File: config.mk
export PLATFORM = sky130hd
export DESIGN_NAME = error_resp_sequencer
export DESIGN_NICKNAME = d
export VERILOG_FILES = /design/src/rtl/error_resp_sequencer.sv
export SDC_FILE = /design/constraint.sdc
export NUM_CORES = 1
export LEC_CHECK = 0
export ABC_AREA = 1
export CORE_MARGIN = 3
export CORE_UTILIZATION = 46
export CTS_BUF_LIST = sky130_fd_sc_hd__clkbuf_16
export DETAILED_ROUTE_END_ITERATION = 12
export PLACE_DENSITY = 0.75
export SKIP_LAST_GASP = 1
export SLEW_MARGIN = 25
export SYNTH_ARGS = -nofsm -noshare
export SYNTH_HDL_FRONTEND = slang
export SYNTH_SLANG_ARGS = --single-unit
File: constraint.sdc
create_clock -name clk -period 3.2 [get_ports clk]
set_input_delay 0.48 -clock clk [delete_from_list [all_inputs] [get_ports clk]]
set_output_delay 0.48 -clock clk [all_outputs]
set_load 0.05 [all_outputs]
File: src/rtl/error_resp_sequencer.sv
// Error response sequencer: serves pending error requests by fixed priority through the builder and the tx handshake.
// Optional feature: define ERR_RESP_PENDING_EN to accumulate err_req in every state instead of only in IDLE.

module error_resp_sequencer #(
    parameter int TIMEOUT_CYCLES = 200
) (
    input  logic        clk,
    input  logic        reset_n,
    input  logic [5:0]  err_req,
    output logic        build_enable,
    output logic [5:0]  build_err,
    input  logic        build_ready,
    input  logic [31:0] build_header,
    output logic        tx_valid,
    output logic [31:0] tx_header,
    input  logic        tx_ready,
    output logic        busy,
    output logic        timeout,
    output logic [7:0]  drop_count
);

    typedef enum logic [2:0] {
        IDLE,
        BUILD,
        WAIT_RDY,
        SEND,
        DONE
    } state_t;

    localparam logic [7:0] TIMEOUT_LAST = 8'(TIMEOUT_CYCLES - 1);
    localparam logic [5:0] BUSY_BIT     = 6'b000100;

    state_t      state_q, state_d;
    logic [5:0]  pend_q, pend_d;
    logic [5:0]  served_q, served_d;
    logic [5:0]  build_err_q, build_err_d;
    logic        build_enable_q, build_enable_d;
    logic        tx_valid_q, tx_valid_d;
    logic [31:0] tx_header_q, tx_header_d;
    logic        busy_q, busy_d;
    logic        timeout_q, timeout_d;
    logic [7:0]  cnt_q, cnt_d;
    logic [7:0]  drop_q, drop_d;

    logic [5:0]  req_in;
    logic        drop_evt;
    logic [5:0]  winner;

    function automatic logic [5:0] pick_highest(input logic [5:0] v);
        logic [5:0] r;
        r = 6'b0;
        for (int i = 0; i < 6; i++) begin
            if (v[i]) r = 6'b000001 << i;
        end
        return r;
    endfunction

    always_comb begin
`ifdef ERR_RESP_PENDING_EN
        req_in   = err_req;
        drop_evt = 1'b0;
`else
        req_in   = (state_q == IDLE) ? err_req : 6'b0;
        drop_evt = (state_q != IDLE) && (err_req != 6'b0);
`endif
        winner   = pick_highest(pend_q | err_req);
    end

    always_comb begin
        state_d        = state_q;
        pend_d         = pend_q | req_in;
        served_d       = served_q;
        build_err_d    = build_err_q;
        build_enable_d = build_enable_q;
        tx_valid_d     = tx_valid_q;
        tx_header_d    = tx_header_q;
        busy_d         = busy_q;
        timeout_d      = 1'b0;
        cnt_d          = cnt_q;
        drop_d         = (drop_evt && drop_q != 8'hFF) ? drop_q + 8'd1 : drop_q;

        case (state_q)
            IDLE: begin
                if (winner != 6'b0) begin
                    served_d       = winner;
                    build_err_d    = winner;
                    build_enable_d = 1'b1;
                    busy_d         = 1'b1;
                    state_d        = BUILD;
                end
            end
            BUILD: begin
                state_d = WAIT_RDY;
            end
            WAIT_RDY: begin
                if (build_ready) begin
                    tx_header_d    = build_header;
                    build_enable_d = 1'b0;
                    tx_valid_d     = 1'b1;
                    cnt_d          = 8'd0;
                    state_d        = SEND;
                end
            end
            SEND: begin
                // A handshake in the cycle the limit is reached still counts as delivered.
                if (tx_ready) begin
                    tx_valid_d  = 1'b0;
                    build_err_d = 6'b0;
                    state_d     = DONE;
                end else if (cnt_q == TIMEOUT_LAST) begin
                    tx_valid_d  = 1'b0;
                    build_err_d = 6'b0;
                    timeout_d   = 1'b1;
                    state_d     = DONE;
                end else if (cnt_q != 8'hFF) begin
                    cnt_d = cnt_q + 8'd1;
                end
            end
            DONE: begin
                // Busy retry from an abort and fresh requests are applied after the clear so they survive.
                pend_d   = (pend_q & ~served_q) | req_in | (timeout_q ? BUSY_BIT : 6'b0);
                served_d = 6'b0;
                busy_d   = 1'b0;
                state_d  = IDLE;
            end
            default: begin
                state_d = IDLE;
            end
        endcase
    end

    always_ff @(posedge clk or negedge reset_n) begin
        if (!reset_n) begin
            state_q        <= IDLE;
            pend_q         <= 6'b0;
            served_q       <= 6'b0;
            build_err_q    <= 6'b0;
            build_enable_q <= 1'b0;
            tx_valid_q     <= 1'b0;
            tx_header_q    <= 32'b0;
            busy_q         <= 1'b0;
            timeout_q      <= 1'b0;
            cnt_q          <= 8'd0;
            drop_q         <= 8'd0;
        end else begin
            state_q        <= state_d;
            pend_q         <= pend_d;
            served_q       <= served_d;
            build_err_q    <= build_err_d;
            build_enable_q <= build_enable_d;
            tx_valid_q     <= tx_valid_d;
            tx_header_q    <= tx_header_d;
            busy_q         <= busy_d;
            timeout_q      <= timeout_d;
            cnt_q          <= cnt_d;
            drop_q         <= drop_d;
        end
    end

    assign build_enable = build_enable_q;
    assign build_err    = build_err_q;
    assign tx_valid     = tx_valid_q;
    assign tx_header    = tx_header_q;
    assign busy         = busy_q;
    assign timeout      = timeout_q;
    assign drop_count   = drop_q;

endmodule

==> impl_table.tex, run 1 <==
\begin{tabular}{lr}
\hline
Metric & Value \\
\hline
\multicolumn{2}{l}{\textbf{Run status}} \\
Outcome & complete, no violations \\
\multicolumn{2}{l}{\textbf{Power and ir drop}} \\
Post-layout total power & between 5000 and 6000 uW \\
Pwr dens & 1080 nW/um\^{}2 \\
Worst-case vdd ir drop & a little over 0.0005 V \\
Pleak & about 0.0022 uW \\
\multicolumn{2}{l}{\textbf{Timing}} \\
Final sum of negative setup slack & 0 ps \\
Pin slew with the least headroom to its limit & between 500 and 600 ps \\
Final Hold Fails & 0 \\
Maximum clock frequency & roughly 480 MHz \\
RSZ-0062 raised after global routing & false \\
Clock tree skew after final layout & between 7 and 8 ps \\
Min cycle time layout & 2100 ps \\
Worst hold slack across all endpoints & approximately 140 ps \\
Final critical-path setup slack & 1100 ps \\
Share of the clock period used by the worst path & 0.655 \\
Max-slew violation count & 0 \\
Remaining max-slew budget at the tightest pin & 0.624 \\
Setup violators final & 0 \\
\multicolumn{2}{l}{\textbf{Setup path}} \\
Critical R2R Launch & state\_q[2]\$\_DFFE\_PN0P\_ \\
Critical-path cell list & clkdlybuf4s50\_1 \\
Crit path launch type & flop \\
Endpoint arrival time on the critical path & between 1500 and 2000 ps \\
Buffers plus inverters on the worst setup path & 1 \\
Slowest cell on the critical path & sky130\_fd\_sc\_hd\_\_clkdlybuf4s50\_1 \\
Depth of the worst register-to-register path & 7 \\
Internal reg-to-reg setup slack & roughly 1500 ps \\
Max FO, Critical Path & 5 \\
Worst endpoint required time & 2720 ps \\
Delay of the slowest cell on the worst path & between 800 and 900 ps \\
Kind of end point of the critical path & output port \\
Kind of cell with the highest combined delay on the critical path & buffers and inverters \\
Worst reg2reg path endpoint & tx\_header[15]\$\_DFFE\_PN0P\_ \\
Category of the critical setup timing path & flop to output port \\
\multicolumn{2}{l}{\textbf{GRT}} \\
Sum of overflow across all layers after global routing & 0 \\
First-pass GRT wire length & between 10000 and 15000 um \\
Initial antenna violation count & 0 \\
Via count of the first global-routing pass & 2864 \\
Pin count of the biggest net entering global routing & 34 \\
All-layer global routing usage & 0.206 \\
\multicolumn{2}{l}{\textbf{Yosys}} \\
Post-synthesis register bit count & 73 \\
Number of instances in the synthesized netlist & between 400 and 500 \\
Biggest area contributors in the synthesized netlist & sky130\_fd\_sc\_hd\_\_dfrtp\_1, sky130\_fd\_sc\_hd\_\_nand2\_1, sky130\_fd\_sc\_hd\_\_nor2\_1, sky130\_fd\_sc\_hd\_\_inv\_1, sky130\_fd\_sc\_hd\_\_nor2\_4 \\
Net count of the mapped netlist & between 400 and 500 \\
Library cell with the largest summed area after synthesis & sky130\_fd\_sc\_hd\_\_dfrtp\_1 \\
Mean post-synth cell area & 8.43 um\^{}2 \\
Post-synthesis instance area & roughly 3400 um\^{}2 \\
Area share of the largest cell type after synthesis & 0.540 \\
Netlist cell types & 29 \\
Sequential area share after synthesis & 0.540 \\
Count of warnings emitted by yosys & 0 \\
\multicolumn{2}{l}{\textbf{Floorplanning}} \\
Chip width & $\sim$90 um \\
Total core area & 6940 um\^{}2 \\
Initial core utilization & 0.487 \\
Die ar. & around 8400 um\^{}2 \\
\# IOs & 92 \\
Total number of placement rows & 30 \\
Die height & 91.7 um \\
\multicolumn{2}{l}{\textbf{Job}} \\
Max-cap check violation count & 0 \\
\multicolumn{2}{l}{\textbf{Drt}} \\
Drt total wl & between 8000 and 9000 um \\
Post-detailed-route count of antenna-violating nets & 0 \\
Routed WL per cell & between 10 and 15 um \\
Number of detailed-route iterations in the first pass & 4 \\
Post-DR vias/cell & roughly 5 \\
Remaining DRCs & 0 \\
Number of vias after detailed routing & 2909 \\
Initial detailed-routing violation count & $\sim$180 \\
\multicolumn{2}{l}{\textbf{Clock tree}} \\
Maximum clock path buffer count & 2 \\
Clock-pin slew reported for the worst setup and hold paths after clock tree synthesis & $\sim$60 ps \\
Number of buffers created by CTS & 9 \\
Buffer count from post-CTS setup fixing & 0 \\
Root buf cell & sky130\_fd\_sc\_hd\_\_clkbuf\_16 \\
Number of levels in the clock H-tree & 3 \\
Number of clock sinks & between 70 and 80 \\
Number of gates given a new drive strength after cts & 0 \\
Count of hold buffers inserted by post-cts repair & 0 \\
CTS tree & done \\
Worst-Skew Late Latency & approximately 330 ps \\
\multicolumn{2}{l}{\textbf{Placement}} \\
DP Worst Slack & about 1100 ps \\
Weighted congestion reported at the end of routability-driven placement & between 0.8 and 0.9 \\
Port Buf Inserts & between 90 and 100 \\
Cell count after placement & 582 \\
Estimated wirelength of the detail-placed design & 5800 um \\
\multicolumn{2}{l}{\textbf{Final layout}} \\
Synthesis-to-finish area growth & 37.7\% \\
Fill cell instance count of the final layout & roughly 560 \\
Leading cell type in the layout, fill and taps excluded & sky130\_fd\_sc\_hd\_\_nand2\_1 \\
Final net count & roughly 540 \\
Post-layout instance count excluding filler cells & $\sim$600 \\
Fraction of layout cells with a size suffix above 1 & 0.0956 \\
Highest-count cells in the layout ignoring fill and taps & sky130\_fd\_sc\_hd\_\_nand2\_1, sky130\_fd\_sc\_hd\_\_clkdlybuf4s50\_1, sky130\_fd\_sc\_hd\_\_dfrtp\_1 \\
Count of inserted antenna diode cells & 0 \\
\multicolumn{2}{l}{\textbf{Worst hold path}} \\
Tightest Hold Check Type & input port to async pin \\
\hline
\end{tabular}
[cell families after synthesis]
| logic type | count (synthesis) | synth area share |
|---|---|---|
| DFF | 73 | 0.540 |
| adders and majority gates | 2 | 0.00740 |
| buffers and inverters | 33 | 0.0522 |
| and+or+nand+nor | 266 | 0.344 |
| xor gates and xnor gates | 10 | 0.0259 |
| AOI/OAI and AO/OA | 17 | 0.0300 |
[power by group]
group	total (uW)	internal [uW]	switching, uW	leakage (uW)
sequential	1510	1260	252	0.000931
clock	1050	675	374	0.000158
combinational	2470	779	1690	0.00116
total	5030	2710	2320	0.00225
[how the worst max path moves through the flow]
stage                     cells after the start                         to  slack, ps                 startpoint
after detailed placement                      7  tx_header[15]$_DFFE_PN0P_       1090                build_ready
after global routing                          1              drop_count[3]       1050  drop_count[3]$_DFFE_PN0P_
after global placement                        7  tx_header[23]$_DFFE_PN0P_       1130                build_ready
after floorplan                               7  drop_count[0]$_DFFE_PN0P_       1540  drop_count[1]$_DFFE_PN0P_
after CTS                                     1              drop_count[4]       1100  drop_count[4]$_DFFE_PN0P_
final                                         1              drop_count[3]       1100  drop_count[3]$_DFFE_PN0P_
[Yosys cell counts (all sizes together)]
cell type    n
a31oi        1
inv         24
o21ai        7
a21oi        5
nand4        5
xnor2        6
o2111ai      1
nor2        45
nor3b        1
or2          3
nand3       17
nor3         3
dfrtp       73
xor2         4
a211oi       3
nand2      192
ha           2
buf          9
[layout make-up]
class	instances	area (um^2)	area share
Clock inverter	7	86.3	0.0185
Timing Repair Buffer	94	928	0.199
Tap cell	96	120	0.0258
Sequential cell	73	1830	0.392
Inverter	24	90.1	0.0193
Multi-Input combinational cell	295	1380	0.296
Clock buffer	9	225	0.0484
[routing by layer]
metal / up-vias / track usage / part of all wire
met3: 16 / 0.0492 / 0.049
met5: - / 0 / 0
met2: 85 / 0.349 / 0.50
met4: 0 / 0.105 / 0.024
met1: 1372 / 0.242 / 0.42
li1: 1436 / - / -
[registers in the layout (all words and copies together) (netlist names)]
signal / cells
tx_header: 32
cnt_q: 8
drop_count: 8
build_err: 6
pend_q: 6
served_q: 6
state_q: 3
build_enable: 1
busy: 1
timeout: 1
tx_valid: 1
[through the flow]
stage | cell area (um^2) | util
2_1_floorplan | 3380 | -
3_3_place_gp | 4340 | 0.626
3_5_place_dp | 4340 | 0.626
4_1_cts | 4660 | 0.670
5_1_grt | 4660 | 0.670
6_report | 4660 | 0.670
Power figures use the tool's default switching activity.
==> inputs of run 2 (changes only) <==
==> constraint.sdc (replaced) <==
create_clock -name clk -period 2.01 [get_ports clk]
set_input_delay 0.3015 -clock clk [delete_from_list [all_inputs] [get_ports clk]]
set_output_delay 0.3015 -clock clk [all_outputs]
set_load 0.05 [all_outputs]
==> run 2 against run 1 <==
The run now ends with negative hold slack left. First-iteration DRC count shrank 26%. Cell area decreased by 0.97%. Clock skew decreased by 1.9 ps. Clock power increased by 32%. Core utilization down 0.65 points. Sequential power up 57%. Via count decreased by 1.5%. Combinational power rose by 58%. Count of clock-buffer cells in the layout did not move. Power up 53%. Register-to-register slack worse by 1100 ps. Global-route usage down 2.2 points. Critical endpoint unchanged.
==> impl_table.tex, run 2 (synthesis gave the netlist of run 1 again) <==
\begin{tabular}{lr}
\hline
Metric & Value \\
\hline
\multicolumn{2}{l}{\textbf{Run status}} \\
Outcome & finished with violations \\
Failing checks & negative hold slack \\
\multicolumn{2}{l}{\textbf{Setup path}} \\
Max FO, Critical Path & 5 \\
Delay of the slowest cell on the worst path & between 800 and 900 ps \\
Endpoint arrival time on the critical path & roughly 1600 ps \\
Worst endpoint required time & approximately 1700 ps \\
Slowest cell on the critical path & sky130\_fd\_sc\_hd\_\_clkdlybuf4s50\_1 \\
Buffers plus inverters on the worst setup path & 1 \\
Kind of end point of the critical path & output port \\
Critical-path cell list & clkdlybuf4s50\_1 \\
Crit path launch type & flop \\
Kind of cell with the highest combined delay on the critical path & buffers and inverters \\
Category of the critical setup timing path & flop to output port \\
\multicolumn{2}{l}{\textbf{Timing}} \\
Worst hold slack across all endpoints & -20.6 ps \\
Pin slew with the least headroom to its limit & 540 ps \\
Min cycle time layout & 1900 ps \\
Final Hold Fails & 9 \\
Setup violators final & 0 \\
Max-slew violation count & 0 \\
Final sum of negative setup slack & 0 ps \\
Remaining max-slew budget at the tightest pin & 0.639 \\
Maximum clock frequency & approximately 530 MHz \\
Clock tree skew after final layout & about 5.5 ps \\
Share of the clock period used by the worst path & 0.947 \\
RSZ-0062 raised after global routing & false \\
\multicolumn{2}{l}{\textbf{GRT}} \\
First-pass GRT wire length & about 12000 um \\
All-layer global routing usage & 0.184 \\
Via count of the first global-routing pass & around 2700 \\
Initial antenna violation count & 0 \\
Sum of overflow across all layers after global routing & 0 \\
Pin count of the biggest net entering global routing & between 70 and 80 \\
\multicolumn{2}{l}{\textbf{Floorplanning}} \\
Die height & roughly 92 um \\
\# IOs & 92 \\
Total number of placement rows & 30 \\
Total core area & between 6000 and 7000 um\^{}2 \\
Initial core utilization & 0.487 \\
Chip width & a little over 90 um \\
Die ar. & $\sim$8400 um\^{}2 \\
\multicolumn{2}{l}{\textbf{Power and ir drop}} \\
Worst-case vdd ir drop & 0.00114 V \\
Pleak & roughly 0.0022 uW \\
Pwr dens & 1660 nW/um\^{}2 \\
\multicolumn{2}{l}{\textbf{Drt}} \\
Remaining DRCs & 0 \\
Post-DR vias/cell & $\sim$4.8 \\
Routed wl met2 & approximately 3500 um \\
Number of vias after detailed routing & about 2900 \\
Highest signal layer in the routed design & met4 \\
Drt total wl & 7400 um \\
Initial detailed-routing violation count & about 130 \\
Met3 layer wire length in the routed design & roughly 430 um \\
Number of detailed-route iterations in the first pass & 4 \\
Routed met1 length & 3220 um \\
Routed WL per cell & 12.4 um \\
Post-detailed-route count of antenna-violating nets & 0 \\
\multicolumn{2}{l}{\textbf{Final layout}} \\
Post-Route Utilization & 0.664 \\
Final net count & 540 \\
Leading cell type in the layout, fill and taps excluded & sky130\_fd\_sc\_hd\_\_nand2\_1 \\
Fill cell instance count of the final layout & between 500 and 600 \\
Largest register FFs & 32 \\
Fraction of layout cells with a size suffix above 1 & 0.0960 \\
Count of inserted antenna diode cells & 0 \\
Highest-count cells in the layout ignoring fill and taps & sky130\_fd\_sc\_hd\_\_nand2\_1, sky130\_fd\_sc\_hd\_\_clkdlybuf4s50\_1, sky130\_fd\_sc\_hd\_\_dfrtp\_1 \\
Synthesis-to-finish area growth & 36.3\% \\
\multicolumn{2}{l}{\textbf{Placement}} \\
Port Buf Inserts & 91 \\
Estimated wirelength of the detail-placed design & roughly 5300 um \\
Weighted congestion reported at the end of routability-driven placement & 0.821 \\
\multicolumn{2}{l}{\textbf{Clock tree}} \\
Count of hold buffers inserted by post-cts repair & 0 \\
Root buf cell & sky130\_fd\_sc\_hd\_\_clkbuf\_16 \\
Buffer count from post-CTS setup fixing & 0 \\
Number of levels in the clock H-tree & 3 \\
Number of clock sinks & 73 \\
Number of gates given a new drive strength after cts & 0 \\
Maximum clock path buffer count & 2 \\
CTS tree & done \\
Clock-pin slew reported for the worst setup and hold paths after clock tree synthesis & approximately 60 ps \\
Worst-Skew Late Latency & about 320 ps \\
Number of buffers created by CTS & 9 \\
\multicolumn{2}{l}{\textbf{Job}} \\
Max-cap check violation count & 0 \\
\multicolumn{2}{l}{\textbf{Worst hold path}} \\
Tightest Hold Check Type & input port to async pin \\
\hline
\end{tabular}
-- run 2: metrics by stage --
step | cell area (um^2) | total power (uW) | cells | worst slack (ps)
finish | 4610 | 7670 | 596 | 107
global route | 4610 | 8120 | 596 | 38.0
CTS | 4610 | 7740 | 596 | 87.3
detailed placement | 4350 | 6320 | 581 | 231
global placement | 4350 | 6260 | 581 | 290
floorplan | 3380 | 5120 | 401 | 352
-- run 2: path summary, 6_finish.rpt --
kind / start / slack [ps] / cells past startpoint / to
max reg2reg: drop_count[1]$_DFFE_PN0P_ / 350 / 8 / drop_count[5]$_DFFE_PN0P_
min in group clk: served_q[5]$_DFFE_PN0P_ / 450 / 1 / pend_q[5]$_DFF_PN0_
min reg2reg: served_q[5]$_DFFE_PN0P_ / 450 / 1 / pend_q[5]$_DFF_PN0_
max in group asynchronous: reset_n / 1690 / 2 / cnt_q[4]$_DFFE_PN0P_
max: drop_count[3]$_DFFE_PN0P_ / 110 / 1 / drop_count[3]
min: reset_n / -20 / 2 / build_err[0]$_DFFE_PN0P_
-- run 2: metal layers --
metal / global-route usage / vias up
li1: - / 1435
met1: 0.233 / 1318
met2: 0.290 / 97
met3: 0.0402 / 15
met4: 0.105 / 0
met5: 0 / -
-- run 2: report_power, final --
group | switching (uW) | internal, uW
combinational | 2670 | 1240
clock | 573 | 820
sequential | 371 | 2000
total | 3610 | 4060
-- run 2: area by class of cell --
| cell class | instances | area [um^2] | area share |
|---|---|---|---|
| well taps | 96 | 120 | 0.0261 |
| flip-flops and latches | 73 | 1830 | 0.396 |
| clock buffers | 9 | 225 | 0.0488 |
| inverters | 24 | 90.1 | 0.0195 |
| multi-input cells | 295 | 1380 | 0.299 |
| repair buffers | 93 | 933 | 0.202 |
| clock inverters | 6 | 36.3 | 0.00787 |
==> inputs of run 3 (changes only) <==
--- a/config.mk
+++ b/config.mk
@@ -5,12 +5,13 @@
 export SDC_FILE = /design/constraint.sdc
 export NUM_CORES = 1
 export LEC_CHECK = 0
-export ABC_AREA = 1
+export ABC_AREA = 0
 export CORE_MARGIN = 3
 export CORE_UTILIZATION = 46
 export CTS_BUF_LIST = sky130_fd_sc_hd__clkbuf_16
+export CTS_CLUSTER_SIZE = 20
 export DETAILED_ROUTE_END_ITERATION = 12
-export PLACE_DENSITY = 0.75
+export PLACE_DENSITY = 0.76
 export SKIP_LAST_GASP = 1
 export SLEW_MARGIN = 25
 export SYNTH_ARGS = -nofsm -noshare
==> run 3 against run 2 <==
The flow now finishes without violations. Clock skew shrank 0.92 ps. Die area decreased by 5.9%. Core utilization grew 3.0 points. Worst setup slack got worse by 34 ps.
==> impl_table.tex, run 3 <==
\begin{tabular}{lr}
\hline
Metric & Value \\
\hline
\multicolumn{2}{l}{\textbf{Power and ir drop}} \\
Worst-case vdd ir drop & around 0.0012 V \\
Pleak & $\sim$0.0021 uW \\
Pwr dens & 1690 nW/um\^{}2 \\
\multicolumn{2}{l}{\textbf{Yosys}} \\
Most frequent cells after synthesis & sky130\_fd\_sc\_hd\_\_nand2\_1, sky130\_fd\_sc\_hd\_\_dfrtp\_1, sky130\_fd\_sc\_hd\_\_a21oi\_1 \\
Library cell with the largest summed area after synthesis & sky130\_fd\_sc\_hd\_\_dfrtp\_1 \\
Most common flop cell mapped by yosys & sky130\_fd\_sc\_hd\_\_dfrtp\_1 \\
Net count of the mapped netlist & roughly 370 \\
Count of warnings emitted by yosys & 0 \\
Mean post-synth cell area & approximately 9.6 um\^{}2 \\
Sequential area share after synthesis & 0.576 \\
Netlist cell types & 44 \\
Post-synthesis register bit count & 73 \\
Number of synthesized flops with an enable pin & 0 \\
Area share of the largest cell type after synthesis & 0.576 \\
Async set-or-reset flop fraction in the synthesized netlist & 1.00 \\
Post-synthesis instance area & about 3200 um\^{}2 \\
Biggest area contributors in the synthesized netlist & sky130\_fd\_sc\_hd\_\_dfrtp\_1, sky130\_fd\_sc\_hd\_\_nand2\_1, sky130\_fd\_sc\_hd\_\_a21oi\_1, sky130\_fd\_sc\_hd\_\_nor2\_1, sky130\_fd\_sc\_hd\_\_mux2\_2 \\
Most numerous cell in the Yosys netlist & sky130\_fd\_sc\_hd\_\_nand2\_1 \\
Number of instances in the synthesized netlist & 330 \\
\multicolumn{2}{l}{\textbf{Setup path}} \\
Delay of the slowest cell on the worst path & about 850 ps \\
Endpoint arrival time on the critical path & 1640 ps \\
Slowest cell on the critical path & sky130\_fd\_sc\_hd\_\_clkdlybuf4s50\_1 \\
Worst reg2reg path endpoint & cnt\_q[6]\$\_DFFE\_PN0P\_ \\
Category of the critical setup timing path & flop to output port \\
Max FO, Critical Path & 7 \\
Worst endpoint required time & between 1500 and 2000 ps \\
Buffers plus inverters on the worst setup path & 1 \\
Critical R2R Launch & cnt\_q[1]\$\_DFFE\_PN0P\_ \\
Crit path launch type & flop \\
Depth of the worst register-to-register path & 5 \\
Internal reg-to-reg setup slack & between 100 and 150 ps \\
Critical-path cell list & clkdlybuf4s50\_1 \\
Kind of cell with the highest combined delay on the critical path & buffers and inverters \\
Kind of end point of the critical path & output port \\
\multicolumn{2}{l}{\textbf{Drt}} \\
Routed WL per cell & approximately 15 um \\
Initial detailed-routing violation count & 129 \\
Number of detailed-route iterations in the first pass & 4 \\
Number of vias after detailed routing & roughly 2700 \\
Post-detailed-route count of antenna-violating nets & 0 \\
Drt total wl & 7700 um \\
Remaining DRCs & 0 \\
Post-DR vias/cell & 5.29 \\
\multicolumn{2}{l}{\textbf{Timing}} \\
Final critical-path setup slack & roughly 73 ps \\
RSZ-0062 raised after global routing & false \\
Share of the clock period used by the worst path & 0.964 \\
Pin slew with the least headroom to its limit & $\sim$540 ps \\
Maximum clock frequency & about 520 MHz \\
Setup violators final & 0 \\
Min cycle time layout & roughly 1900 ps \\
Max-slew violation count & 0 \\
Final Hold Fails & 0 \\
Final sum of negative setup slack & 0 ps \\
Worst hold slack across all endpoints & roughly 450 ps \\
Remaining max-slew budget at the tightest pin & 0.636 \\
Clock tree skew after final layout & 4.54 ps \\
\multicolumn{2}{l}{\textbf{Final layout}} \\
Post-route standard cell area excluding fillers & $\sim$4500 um\^{}2 \\
Fill cell instance count of the final layout & a little under 500 \\
Fraction of layout cells with a size suffix above 1 & 0.0864 \\
Final net count & approximately 480 \\
Synthesis-to-finish area growth & 42.3\% \\
Leading cell type in the layout, fill and taps excluded & sky130\_fd\_sc\_hd\_\_nand2\_1 \\
Count of inserted antenna diode cells & 0 \\
Largest register FFs & 32 \\
Highest-count cells in the layout ignoring fill and taps & sky130\_fd\_sc\_hd\_\_nand2\_1, sky130\_fd\_sc\_hd\_\_clkdlybuf4s50\_1, sky130\_fd\_sc\_hd\_\_dfrtp\_1 \\
\multicolumn{2}{l}{\textbf{GRT}} \\
All-layer global routing usage & 0.213 \\
Sum of overflow across all layers after global routing & 0 \\
Via count of the first global-routing pass & roughly 2800 \\
Initial antenna violation count & 0 \\
Pin count of the biggest net entering global routing & 35 \\
First-pass GRT wire length & approximately 13000 um \\
\multicolumn{2}{l}{\textbf{Worst hold path}} \\
Tightest Hold Check Type & flop to flop \\
WHS Endpoint & pend\_q[5]\$\_DFF\_PN0\_ \\
Worst hold path stage count & 1 \\
Worst Hold Launch & served\_q[5]\$\_DFFE\_PN0P\_ \\
\multicolumn{2}{l}{\textbf{Floorplanning}} \\
Initial core utilization & 0.488 \\
Chip width & around 89 um \\
Die height & between 80 and 90 um \\
Die ar. & approximately 7900 um\^{}2 \\
Total number of placement rows & 29 \\
Total core area & about 6500 um\^{}2 \\
\# IOs & 92 \\
\multicolumn{2}{l}{\textbf{Run status}} \\
Outcome & complete, no violations \\
\multicolumn{2}{l}{\textbf{Clock tree}} \\
Number of gates given a new drive strength after cts & 0 \\
Number of levels in the clock H-tree & 3 \\
Clock-pin slew reported for the worst setup and hold paths after clock tree synthesis & 50 ps \\
Number of buffers created by CTS & 9 \\
Root buf cell & sky130\_fd\_sc\_hd\_\_clkbuf\_16 \\
CTS tree & done \\
Number of clock sinks & 73 \\
Maximum clock path buffer count & 2 \\
Worst-Skew Late Latency & 320 ps \\
\multicolumn{2}{l}{\textbf{Placement}} \\
Weighted congestion reported at the end of routability-driven placement & between 0.8 and 0.9 \\
Port Buf Inserts & 91 \\
Estimated wirelength of the detail-placed design & around 5600 um \\
Instance area at placement & 4260 um\^{}2 \\
DP Worst Slack & around 12 ps \\
\multicolumn{2}{l}{\textbf{Job}} \\
Max-cap check violation count & 0 \\
\hline
\end{tabular}
==> run 3: changes by cell type after synthesis, sizes merged, moves of 4 or more <==
cell / before / now
nand3: 17 / 7
a21oi: 5 / 18
clkbuf: 0 / 7
inv: 24 / 1
nor2: 45 / 17
and3: 0 / 4
nor4: 0 / 4
nand2: 192 / 113
mux2: 0 / 4
o31ai: 0 / 5
a21o: 0 / 5
o2bb2ai: 0 / 5
==> run 3: logic make-up after synthesis <==
family / after synthesis / synth area share
simple gates: 176 / 0.246
flops: 73 / 0.576
mux: 7 / 0.0237
xor+xnor: 6 / 0.0166
fa+ha+maj: 2 / 0.00789
buf+inv: 14 / 0.0217
compound gates: 52 / 0.108
==> run 3: power by group <==
part | internal (uW) | leakage, uW | switching [uW]
clock | 795 | 0.000121 | 517
combinational | 1370 | 0.00105 | 2500
sequential | 2010 | 0.000901 | 437
==> run 3: final cells by class <==
cell class | instances | area [um^2] | share of cell area
clock buffers | 9 | 225 | 0.0499
clock inverters | 4 | 15.0 | 0.00333
inverters | 1 | 3.75 | 0.000832
multi-input cells | 243 | 1280 | 0.284
flip-flops and latches | 73 | 1830 | 0.405
well taps | 77 | 96.3 | 0.0214
repair buffers | 110 | 1060 | 0.236
==> run 3: worst max-delay path by stage <==
stage	from	slack, ps	endpoint	cells after the start
global route	drop_count[3]$_DFFE_PN0P_	20	drop_count[3]	1
global placement	err_req[1]	80	served_q[5]$_DFFE_PN0P_	5
detailed placement	build_ready	10	cnt_q[6]$_DFFE_PN0P_	5
floorplan	drop_count[0]$_DFFE_PN0P_	70	drop_count[1]$_DFFE_PN0P_	5
CTS	drop_count[3]$_DFFE_PN0P_	60	drop_count[3]	1
finish	drop_count[2]$_DFFE_PN0P_	70	drop_count[2]	1
==> run 3: per-layer routing <==
metal,track usage,part of all wire,vias up
li1,-,-,1351
met1,0.275,0.45,1292
met3,0.0866,0.092,7
met4,0.0785,0.014,0
met2,0.325,0.44,85
met5,0,0,-
==> run 3: timing repair <==
action | CTS | global route
hold buffers | 1 | 0
hold endpoints to repair | 24 | 0
buffers inserted | 0 | 0
==> run 3: metrics by stage <==
step / total power (uW) / instances / util
floorplan: 4900 / 330 / -
global placement: 6280 / 503 / 0.656
detailed placement: 6350 / 503 / 0.656
CTS: 7710 / 517 / 0.694
global route: 8110 / 517 / 0.694
finish: 7630 / 517 / 0.694
